### src/rtl/uart_rx_fifo_if.sv
// uart_rx_fifo_if: serial input, FIFO read/clear controls and receiver status outputs
//   slave : receiver side (serial_rx, rd_en, err_clr in; data, count, status out)
//   master: user side (drives serial_rx, rd_en, err_clr)
interface uart_rx_fifo_if #(
  parameter int FIFO_DEPTH = 4
);
  logic                        serial_rx;
  logic                        rd_en;
  logic                        err_clr;
  logic [7:0]                  data_out;
  logic                        data_valid;
  logic [$clog2(FIFO_DEPTH):0] fifo_count;
  logic                        busy;
  logic                        framing_err;
  logic                        parity_err;
  logic                        overrun_err;
  modport slave (
    input  serial_rx, rd_en, err_clr,
    output data_out, data_valid, fifo_count, busy, framing_err, parity_err, overrun_err
  );
  modport master (
    output serial_rx, rd_en, err_clr,
    input  data_out, data_valid, fifo_count, busy, framing_err, parity_err, overrun_err
  );
endinterface

### src/rtl/uart_rx_fifo.sv
// uart_rx_fifo: oversampling UART receiver feeding a first-word fall-through FIFO
//   clk, rst : system clock, asynchronous active-high reset
//   bus      : serial_rx/rd_en/err_clr in; data_out/data_valid/fifo_count/busy/sticky errors out
module uart_rx_fifo #(
  parameter int CLK_FREQ   = 50_000_000,
  parameter int BAUD       = 100000,
  parameter int OVERSAMPLE = 16,
  parameter int DATA_BITS  = 8,
  parameter int PARITY     = 0,
  parameter int STOP_BITS  = 1,
  parameter int FIFO_DEPTH = 4
) (
  input logic         clk,
  input logic         rst,
  uart_rx_fifo_if.slave bus
);
  localparam int DIV = (CLK_FREQ + BAUD * OVERSAMPLE / 2) / (BAUD * OVERSAMPLE);
  localparam int DW  = $clog2(DIV + 1);
  localparam int OW  = $clog2(OVERSAMPLE);
  localparam int AW  = $clog2(FIFO_DEPTH);
  localparam int CW  = AW + 1;
  localparam logic [DW-1:0] DIV_END  = DW'(DIV - 1);
  localparam logic [OW-1:0] S0       = OW'(OVERSAMPLE / 2 - 1);
  localparam logic [OW-1:0] S1       = OW'(OVERSAMPLE / 2);
  localparam logic [OW-1:0] S2       = OW'(OVERSAMPLE / 2 + 1);
  localparam logic [OW-1:0] OS_END   = OW'(OVERSAMPLE - 1);
  localparam logic [2:0]    LAST_BIT = 3'(DATA_BITS - 1);
  localparam logic [CW-1:0] FULL     = CW'(FIFO_DEPTH);
  typedef enum logic [2:0] {IDLE, START, DATA, PAR, STOP} state_t;
  state_t          r_state, w_next;
  logic [1:0]      r_sync;
  logic            r_rx_d;
  logic [DW-1:0]   r_div;
  logic [OW-1:0]   r_os;
  logic            r_s0, r_s1;
  logic [2:0]      r_bitcnt;
  logic            r_stopcnt;
  logic [7:0]      r_shift;
  logic            r_bad;
  logic            r_wr;
  logic [7:0]      r_wdata;
  logic [7:0]      r_mem [FIFO_DEPTH];
  logic [AW-1:0]   r_wp, r_rp;
  logic [CW-1:0]   r_cnt;
  logic            r_fe, r_pe, r_ov;
  logic            w_rx, w_fall, w_tick, w_mid, w_end, w_bit, w_last_stop, w_done;
  logic            w_pe_set, w_fe_set, w_ov_set, w_rd, w_wr;
  assign w_rx        = r_sync[1];
  assign w_fall      = r_rx_d & ~w_rx & (r_state == IDLE);
  assign w_tick      = (r_div == DIV_END) & (r_state != IDLE);
  assign w_mid       = w_tick & (r_os == S2);
  assign w_end       = w_tick & (r_os == OS_END);
  // the third sample is the live synchronised value at the deciding tick
  assign w_bit       = (r_s0 & r_s1) | (r_s0 & w_rx) | (r_s1 & w_rx);
  assign w_last_stop = (STOP_BITS == 1) | r_stopcnt;
  assign w_done      = (r_state == STOP) & w_mid & w_last_stop;
  assign w_pe_set    = (r_state == PAR) & w_mid & ((^{r_shift, w_bit}) != (PARITY == 1));
  assign w_fe_set    = (r_state == STOP) & w_mid & ~w_bit;
  assign w_rd        = bus.rd_en & (r_cnt != '0);
  // a full FIFO still accepts the byte when the same cycle pops the head
  assign w_wr        = r_wr & ((r_cnt != FULL) | w_rd);
  assign w_ov_set    = r_wr & (r_cnt == FULL) & ~w_rd;
  always_ff @(posedge clk or posedge rst)
    if (rst) r_state <= IDLE;
    else     r_state <= w_next;
  always_comb begin
    w_next = r_state;
    unique case (r_state)
      IDLE:  w_next = w_fall ? START : IDLE;
      START: w_next = (w_mid & w_bit) ? IDLE : w_end ? DATA : START;
      DATA:  w_next = (w_end & (r_bitcnt == LAST_BIT)) ? ((PARITY != 0) ? PAR : STOP) : DATA;
      PAR:   w_next = w_end ? STOP : PAR;
      STOP:  w_next = w_done ? IDLE : STOP;
      default: w_next = IDLE;
    endcase
  end
  always_ff @(posedge clk or posedge rst)
    if (rst) begin
      r_sync    <= 2'b11;
      r_rx_d    <= 1'b1;
      r_div     <= '0;
      r_os      <= '0;
      r_s0      <= 1'b1;
      r_s1      <= 1'b1;
      r_bitcnt  <= '0;
      r_stopcnt <= 1'b0;
      r_shift   <= '0;
      r_bad     <= 1'b0;
      r_wr      <= 1'b0;
      r_wdata   <= '0;
    end else begin
      r_sync <= {r_sync[0], bus.serial_rx};
      r_rx_d <= w_rx;
      r_div  <= (w_fall | (r_div == DIV_END)) ? '0 : r_div + 1'b1;
      r_os   <= w_fall ? '0 : w_tick ? ((r_os == OS_END) ? '0 : r_os + 1'b1) : r_os;
      if (w_tick & (r_os == S0)) r_s0 <= w_rx;
      if (w_tick & (r_os == S1)) r_s1 <= w_rx;
      if (w_fall) begin
        r_bitcnt  <= '0;
        r_stopcnt <= 1'b0;
        r_shift   <= '0;
        r_bad     <= 1'b0;
      end else begin
        if ((r_state == DATA) & w_mid) r_shift[r_bitcnt] <= w_bit;
        if ((r_state == DATA) & w_end) r_bitcnt <= r_bitcnt + 1'b1;
        if ((r_state == STOP) & w_end) r_stopcnt <= 1'b1;
        r_bad <= r_bad | w_pe_set | w_fe_set;
      end
      r_wr    <= w_done & ~r_bad & w_bit;
      r_wdata <= r_shift;
    end
  always_ff @(posedge clk)
    if (w_wr) r_mem[r_wp] <= r_wdata;
  always_ff @(posedge clk or posedge rst)
    if (rst) begin
      r_wp  <= '0;
      r_rp  <= '0;
      r_cnt <= '0;
      r_fe  <= 1'b0;
      r_pe  <= 1'b0;
      r_ov  <= 1'b0;
    end else begin
      if (w_wr) r_wp <= r_wp + 1'b1;
      if (w_rd) r_rp <= r_rp + 1'b1;
      r_cnt <= r_cnt + CW'(w_wr) - CW'(w_rd);
      r_fe  <= w_fe_set | (r_fe & ~bus.err_clr);
      r_pe  <= w_pe_set | (r_pe & ~bus.err_clr);
      r_ov  <= w_ov_set | (r_ov & ~bus.err_clr);
    end
  assign bus.data_valid  = r_cnt != '0;
  assign bus.data_out    = bus.data_valid ? r_mem[r_rp] : '0;
  assign bus.fifo_count  = r_cnt;
  assign bus.busy        = r_state != IDLE;
  assign bus.framing_err = r_fe;
  assign bus.parity_err  = r_pe;
  assign bus.overrun_err = r_ov;
endmodule

### src/flat_wrapper.sv
// flat-port wrapper written by rule: the top's interface ports become plain ports
module uart_rx_fifo_flat 
#(
  parameter int CLK_FREQ   = 50_000_000,
  parameter int BAUD       = 100000,
  parameter int OVERSAMPLE = 16,
  parameter int DATA_BITS  = 8,
  parameter int PARITY     = 0,
  parameter int STOP_BITS  = 1,
  parameter int FIFO_DEPTH = 4
)
  (clk, rst, bus_serial_rx, bus_rd_en, bus_err_clr, bus_data_out, bus_data_valid, bus_fifo_count, bus_busy, bus_framing_err, bus_parity_err, bus_overrun_err);
  uart_rx_fifo_if #(.FIFO_DEPTH(FIFO_DEPTH)) bus_i ();
  input logic clk;
  input logic rst;
  input wire logic [$bits(bus_i.serial_rx)-1:0] bus_serial_rx;
  input wire logic [$bits(bus_i.rd_en)-1:0] bus_rd_en;
  input wire logic [$bits(bus_i.err_clr)-1:0] bus_err_clr;
  output wire logic [$bits(bus_i.data_out)-1:0] bus_data_out;
  output wire logic [$bits(bus_i.data_valid)-1:0] bus_data_valid;
  output wire logic [$bits(bus_i.fifo_count)-1:0] bus_fifo_count;
  output wire logic [$bits(bus_i.busy)-1:0] bus_busy;
  output wire logic [$bits(bus_i.framing_err)-1:0] bus_framing_err;
  output wire logic [$bits(bus_i.parity_err)-1:0] bus_parity_err;
  output wire logic [$bits(bus_i.overrun_err)-1:0] bus_overrun_err;
  assign bus_i.serial_rx = bus_serial_rx;
  assign bus_i.rd_en = bus_rd_en;
  assign bus_i.err_clr = bus_err_clr;
  assign bus_data_out = bus_i.data_out;
  assign bus_data_valid = bus_i.data_valid;
  assign bus_fifo_count = bus_i.fifo_count;
  assign bus_busy = bus_i.busy;
  assign bus_framing_err = bus_i.framing_err;
  assign bus_parity_err = bus_i.parity_err;
  assign bus_overrun_err = bus_i.overrun_err;
  uart_rx_fifo #(.CLK_FREQ(CLK_FREQ), .BAUD(BAUD), .OVERSAMPLE(OVERSAMPLE), .DATA_BITS(DATA_BITS), .PARITY(PARITY), .STOP_BITS(STOP_BITS), .FIFO_DEPTH(FIFO_DEPTH)) u_core (.clk(clk), .rst(rst), .bus(bus_i));
endmodule
### config.mk
export PLATFORM = sky130hd
export DESIGN_NAME = uart_rx_fifo_flat
export DESIGN_NICKNAME = d
export VERILOG_FILES = /design/src/rtl/uart_rx_fifo_if.sv /design/src/rtl/uart_rx_fifo.sv /design/src/flat_wrapper.sv
export SDC_FILE = /design/constraint.sdc
export NUM_CORES = 1
export LEC_CHECK = 0
export ABC_AREA = 1
export CORE_MARGIN = 2
export CORE_UTILIZATION = 30
export CTS_BUF_LIST = sky130_fd_sc_hd__clkbuf_4
export DETAILED_ROUTE_END_ITERATION = 8
export GPL_ROUTABILITY_DRIVEN = 1
export PLACE_DENSITY = 0.52
export SLEW_MARGIN = 40
export SYNTH_ARGS = -nofsm -noshare
export SYNTH_HDL_FRONTEND = slang
export SYNTH_SLANG_ARGS = --single-unit
### constraint.sdc
create_clock -name clk -period 3 [get_ports clk]
set_clock_uncertainty 0.05 [all_clocks]
set_input_delay 0.6 -clock clk [delete_from_list [all_inputs] [get_ports clk]]
set_output_delay 0.6 -clock clk [all_outputs]
set_load 0.01 [all_outputs]
==> metrics.cfg, run 1 <==
[critical_path]
rr_startpoint = u_core.bus.fifo_count[1]
required_ns = 2.35
critical-path-top-delay-family = buffers and inverters
rrSetupSlack_ns = 0.65
path_buf_inv = 2
worstPathMaxFanout = 18
crit_path_start_kind = flop
crit_path_end_kind = primary output
slowest_stage = dfrtp_2
critPathKind = reg2out
r2r-end = u_core.bus.fifo_count[2]
path_cells = inv_2, o21ai_0, a21oi_1, clkdlybuf4s50_1
startpoint = u_core.r_rp[0]
r2r_cells = 10
cpPeakStageDelay_ns = 0.57
crit_arrival_ns = 2.14

[final_layout]
multi_input_area_um2 = 1240
area_growth_pct = 14.9
nNetsFinal = 415
final_common_cell = nor2_1
ff_latch_area_um2 = 2170
drive_gt1_share_pct = 11.5
design_area_um2 = 4170
layout.cells.non_filler = 548
fillers = 1187
mostFrequentLayoutCells = nor2_1 (58), nand2_1 (53), dfrtp_1 (42)
diodes = 0
final_core_util_pct = 35.0

[floorplanning]
die_w_um = 114
core_um2 = 11900
start_util_pct = 30.5
die_area_um2 = 13000
ios = 21
row_count = 40
fp.dieH_um = 114

[detailed_routing]
ant_nets = 0
wl_um = 6400
vias = 2404
vias_per_cell = 4.39
drt-initial-drc-count = 136
drc = 0
wl_per_cell_um = 11.7
firstDrtPassIters = 4

[sta]
rsz0062_at_grt = no
finalSetupViolCount = 0
tightest_slew_ns = 0.536
relSlewSlack_pct = 63.9
fin_crit_ns = 2.79
setup_tns_ns = 0
hold_ws_ns = 0.318
fin_crit_sh_pct = 93.1
finalHoldViolCount = 0
max_freq_mhz = 358
drv_slew = 0

[global_route]
track_usage_pct = 10.9
gr-total-overflow = 0
grt_pass1_wl_um = 11000
grt_max_degree = 27
antenna_found_initial = 0
grt_pass1_vias = 2310

[placement]
gp_congestion = 0.762
place_area_um2 = 4050
dpl.hpwl_um = 4370
port_buffers = 20
placed_cells = 532

[clock_network]
cts_sinks = 80
tritoncts = done
postCtsSetupRepairBufs = 0
clk_latency_ns = 0.44
path_clk_slew_ns = 0.14
cts-buffers-inserted = 9
h-tree-depth = 3
cts_buffer_depth = 2
cts_root_buffer = clkbuf_4

[synth]
netlist_area_um2 = 3630
yosys_warnings = 0
syn_avg_cell_area_um2 = 10.0
synth-seq-cells = 80
netlist_instances = 363
syn-num-nets = 382
synth_cell_types = 38
ys_seq_area_share_pct = 59.7

[power_and_ir_drop]
powerDensity_nw_per_um2 = 646
max-vdd-ir-drop_mv = 0.363
p_leak_nw = 1.86

[min_path]
hp-class = reg2reg
hp-start = u_core.r_sync[0]
min_path_cells = 0
worstHoldEndpoint = u_core.r_sync[1]

[job]
drv_cap = 0

[outcome]
status = completed

[logic make-up (layout without fill, tap and decap cells)]
logic type | after synthesis | count (layout) | synth area share (%)
and+or+nand+nor | 151 | 151 | 18.8
DFF | 80 | 80 | 59.7
buffers and inverters | 55 | 93 | 6.20
AOI/OAI and AO/OA | 53 | 53 | 7.83
adders and majority gates | 14 | 14 | 5.03
xor gates and xnor gates | 10 | 10 | 2.41
[synthesized netlist by cell type (all sizes together)]
| cell type | instances | area [µm²] |
|---|---|---|
| xor2 | 7 | 61.3 |
| clkinv | 3 | 11.3 |
| o221ai | 1 | 8.76 |
| o21bai | 1 | 7.51 |
| fa | 1 | 20.0 |
| nor2 | 64 | 293 |
| buf | 4 | 31.3 |
| o31ai | 1 | 7.51 |
| edfxtp | 32 | 961 |
| or2 | 1 | 8.76 |
| nand4 | 2 | 12.5 |
| nor3 | 3 | 15.0 |
| nand2 | 57 | 229 |
| dfstp | 5 | 131 |
| nor4 | 1 | 6.26 |
| o32ai | 1 | 8.76 |
| o21ai | 25 | 125 |
| clkbuf | 2 | 7.51 |
| ha | 13 | 163 |
| inv | 46 | 175 |
| dfrtp | 43 | 1080 |
| nand3b | 1 | 7.51 |
| a21oi | 21 | 105 |
| xnor2 | 3 | 26.3 |
| nand3 | 22 | 110 |
| o211ai | 2 | 15.0 |
| o22ai | 1 | 6.26 |
[sequential cells by signal, indices dropped and copies added, names as in the netlist]
signal	count
u_core.r_rx_d	1
u_core.r_mem	32
u_core.r_os	4
u_core.r_wdata	8
u_core.r_s1	1
u_core.bus.parity_err	1
u_core.r_bitcnt	3
u_core.r_shift	8
u_core.bus.overrun_err	1
u_core.r_bad	1
u_core.bus.framing_err	1
u_core.r_rp	2
u_core.bus.fifo_count	3
u_core.r_s0	1
u_core.r_sync	2
u_core.r_wp	2
u_core.r_wr	1
u_core.r_state	3
u_core.r_div	5
[layer usage]
layer	part of all wire, %	wire length, µm	track usage (%)	vias to the layer above
li1	-	-	-	1250
met1	46	2920	13.1	1114
met2	49	3150	18.4	33
met3	3.7	234	3.67	7
met4	1.4	87	3.90	0
met5	0	0	0	-
[timing repair]
| item | 4_1_cts | 5_1_grt |
|---|---|---|
| hold buffers | 0 | 0 |
| setup endpoints to repair | 4 | 0 |
| gates resized for setup | 1 | 0 |
[where the power goes]
part / switching [W] / total [W] / internal, W
clock: 0.000404 / 0.000583 / 0.000179
sequential: 0.000107 / 0.00132 / 0.00121
combinational: 0.000401 / 0.000791 / 0.000390
[cell type report]
class	count	area share [%]
sequential	80	52.0
tap	147	4.41
clock inverter	7	1.29
timing repair buffer	28	6.54
clock buffer	9	1.62
multi-input combinational	228	29.6
inverter	49	4.47
[worst max path at each step]
stage,to,slack (ns),cells after the start
2_1_floorplan,u_core.bus.fifo_count[2],0.79,10
3_3_place_gp,u_core.bus.fifo_count[2],0.48,9
3_5_place_dp,u_core.bus.fifo_count[2],0.46,9
4_1_cts,bus_data_out[7],0.14,4
5_1_grt,bus_data_out[7],0.02,5
6_report,bus_data_out[7],0.21,4
[stage by stage]
step | worst slack [ns] | total power (W)
after floorplan | 0.793 | 0.00181
after global placement | 0.477 | 0.00214
after detailed placement | 0.463 | 0.00215
after CTS | 0.141 | 0.00275
after global routing | 0.0168 | 0.00290
final | 0.206 | 0.00270
No activity file was read; power rests on OpenSTA's default activity.
==> run 2: changes to the inputs <==
Settings changed: DONT_BUFFER_PORTS set to 1, PLACE_DENSITY 0.52 to 0.5.
==> run 2 against run 1 <==
Power is 1.0% higher. Clock-buffer cell count up 1. Critical endpoint is now bus_data_out[4]. Final cell count is 4.6% lower. Utilization fell by 1.5 points. Global-route usage rose by 0.072 points. Non-clock buffer count is 25 lower. First-iteration DRC count up 7.4%.
==> metrics.cfg, run 2 (same netlist as run 1, synthesis figures left out) <==
[clock_network]
hold_buffers = 0  ; unchanged
cts_root_buffer = clkbuf_4  ; unchanged
tritoncts = done  ; unchanged
postCtsSetupRepairBufs = 0  ; unchanged
clk_latency_ns = 0.42  ; was 0.44 ns
cts_buffer_depth = 2  ; unchanged
cts-resized-gates = 0  ; was 1
h-tree-depth = 3  ; unchanged
cts_sinks = 80  ; unchanged
cts-buffers-inserted = 9  ; unchanged
path_clk_slew_ns = 0.14  ; about the same

[power_and_ir_drop]
max-vdd-ir-drop_mv = 0.325  ; was 0.363 mV
powerDensity_nw_per_um2 = 682  ; was 646 nW/µm²
p_leak_nw = 1.79  ; was 1.86 nW

[floorplanning]
start_util_pct = 30.5  ; unchanged
fp.dieH_um = 114  ; unchanged
die_w_um = 114  ; unchanged
die_area_um2 = 13000  ; unchanged
ios = 21  ; unchanged
row_count = 40  ; unchanged
core_um2 = 11900  ; unchanged

[sta]
fin_crit_sh_pct = 83.6  ; was 93.1%
layout_setup_ws_ns = 0.493  ; was 0.206 ns
relSlewSlack_pct = 47.2  ; was 63.9%
drv_slew = 0  ; unchanged
max_freq_mhz = 399  ; was 358 MHz
hold_ws_ns = 0.0318  ; was 0.318 ns
rsz0062_at_grt = no  ; unchanged
finalSetupViolCount = 0  ; unchanged
tightest_slew_ns = 0.789  ; was 0.536 ns
finalHoldViolCount = 0  ; unchanged
setup_tns_ns = 0  ; unchanged
fin_crit_ns = 2.51  ; was 2.79 ns

[final_layout]
final_common_cell = nor2_1  ; unchanged
mostFrequentLayoutCells = nor2_1 (58), nand2_1 (53), dfrtp_1 (43)  ; was nor2_1 (58), nand2_1 (53), dfrtp_1 (42)
fillers = 1199  ; was 1187
regMostFlops = u_core.r_mem  ; unchanged
largest_register_ff_count = 32  ; unchanged
drive_gt1_share_pct = 10.9  ; was 11.5%
nNetsFinal = 390  ; was 415
area_growth_pct = 9.96  ; was 14.9%
top_regs = u_core.r_mem: 32 flops, u_core.r_shift: 8 flops, u_core.r_wdata: 8 flops  ; unchanged
diodes = 0  ; unchanged

[global_route]
track_usage_pct = 11.0  ; was 10.9%
grt_pass1_wl_um = 11300  ; was 11000 µm
grt_pass1_vias = 2379  ; was 2310
grt_max_degree = 47  ; was 27
antenna_found_initial = 0  ; unchanged
gr-total-overflow = 0  ; unchanged

[critical_path]
r2r-end = u_core.bus.fifo_count[2]  ; unchanged
critPathKind = reg2out  ; unchanged
crit_arrival_ns = 1.86  ; was 2.14 ns
rr_startpoint = u_core.bus.fifo_count[1]  ; unchanged
crit_path_end_kind = primary output  ; unchanged
crit_path_start_kind = flop  ; unchanged
worstPathMaxFanout = 9  ; was 18
required_ns = 2.35  ; about the same
rrSetupSlack_ns = 0.51  ; was 0.65 ns
r2r_cells = 10  ; unchanged

[detailed_routing]
drt-initial-drc-count = 146  ; was 136
firstDrtPassIters = 4  ; unchanged
vias_per_cell = 4.50  ; was 4.39
vias = 2352  ; was 2404
wl_um = 6390  ; was 6400 µm
wl_per_cell_um = 12.2  ; was 11.7 µm
ant_nets = 0  ; unchanged
drc = 0  ; unchanged

[placement]
port_buffers = 0  ; was 20
dp_slack_ns = 0.481  ; was 0.463 ns
dpl.hpwl_um = 4470  ; was 4370 µm
gp_congestion = 0.802  ; was 0.762

[min_path]
hp-class = in2async  ; was reg2reg

[outcome]
status = completed  ; unchanged

[job]
drv_cap = 0  ; unchanged

## run 2: critical path, stage by stage (launching register included)
cell and delay [ns]:
dfrtp_1 0.56, clkinv_1 0.32, nor2_1 0.20, o21ai_0 0.10, a21oi_1 0.25
## run 2: layer usage
layer / up-vias / part of all wire (%) / GRT usage [%]
li1: 1201 / - / -
met1: 1109 / 47 / 13.3
met2: 34 / 47 / 17.9
met3: 8 / 4.5 / 3.93
met4: 0 / 1.4 / 4.39
met5: - / 0 / 0
## run 2: how the worst max path moves through the flow
| stage | to | depth (start not counted) | slack, ns | startpoint |
|---|---|---|---|---|
| 6_report | bus_data_out[4] | 4 | 0.49 | u_core.r_rp[1] |
| 3_3_place_gp | u_core.bus.fifo_count[2] | 10 | 0.60 | u_core.bus.fifo_count[1] |
| 2_1_floorplan | u_core.bus.fifo_count[2] | 10 | 0.79 | u_core.bus.fifo_count[1] |
| 3_5_place_dp | u_core.bus.fifo_count[2] | 10 | 0.48 | u_core.bus.fifo_count[1] |
| 5_1_grt | bus_data_out[6] | 4 | 0.23 | u_core.r_rp[1] |
| 4_1_cts | bus_data_out[5] | 4 | 0.41 | u_core.r_rp[1] |
## run 2: through the flow
step           util (%)  instance area (µm²)  power, W  std cells
2_1_floorplan         -                 3630   0.00181        363
3_3_place_gp       31.9                 3800   0.00192        507
3_5_place_dp       31.9                 3800   0.00194        507
4_1_cts            33.5                 3990   0.00277        523
5_1_grt            33.5                 3990   0.00292        523
6_report           33.5                 3990   0.00272        523
## run 2: cell type report
class / count / area, µm² / share of cell area [%]
Clock inverter: 6 / 116 / 2.92
Sequential cell: 80 / 2170 / 54.3
Clock buffer: 10 / 75.1 / 1.88
Multi-Input combinational cell: 228 / 1240 / 31.0
Inverter: 49 / 189 / 4.73
Timing Repair Buffer: 3 / 22.5 / 0.564
Tap cell: 147 / 184 / 4.61
## run 2: power by group
part	switching (W)	internal, W	total [W]
clock	0.000382	0.000437	0.000820
combinational	0.000348	0.000205	0.000553
sequential	0.000137	0.00121	0.00135
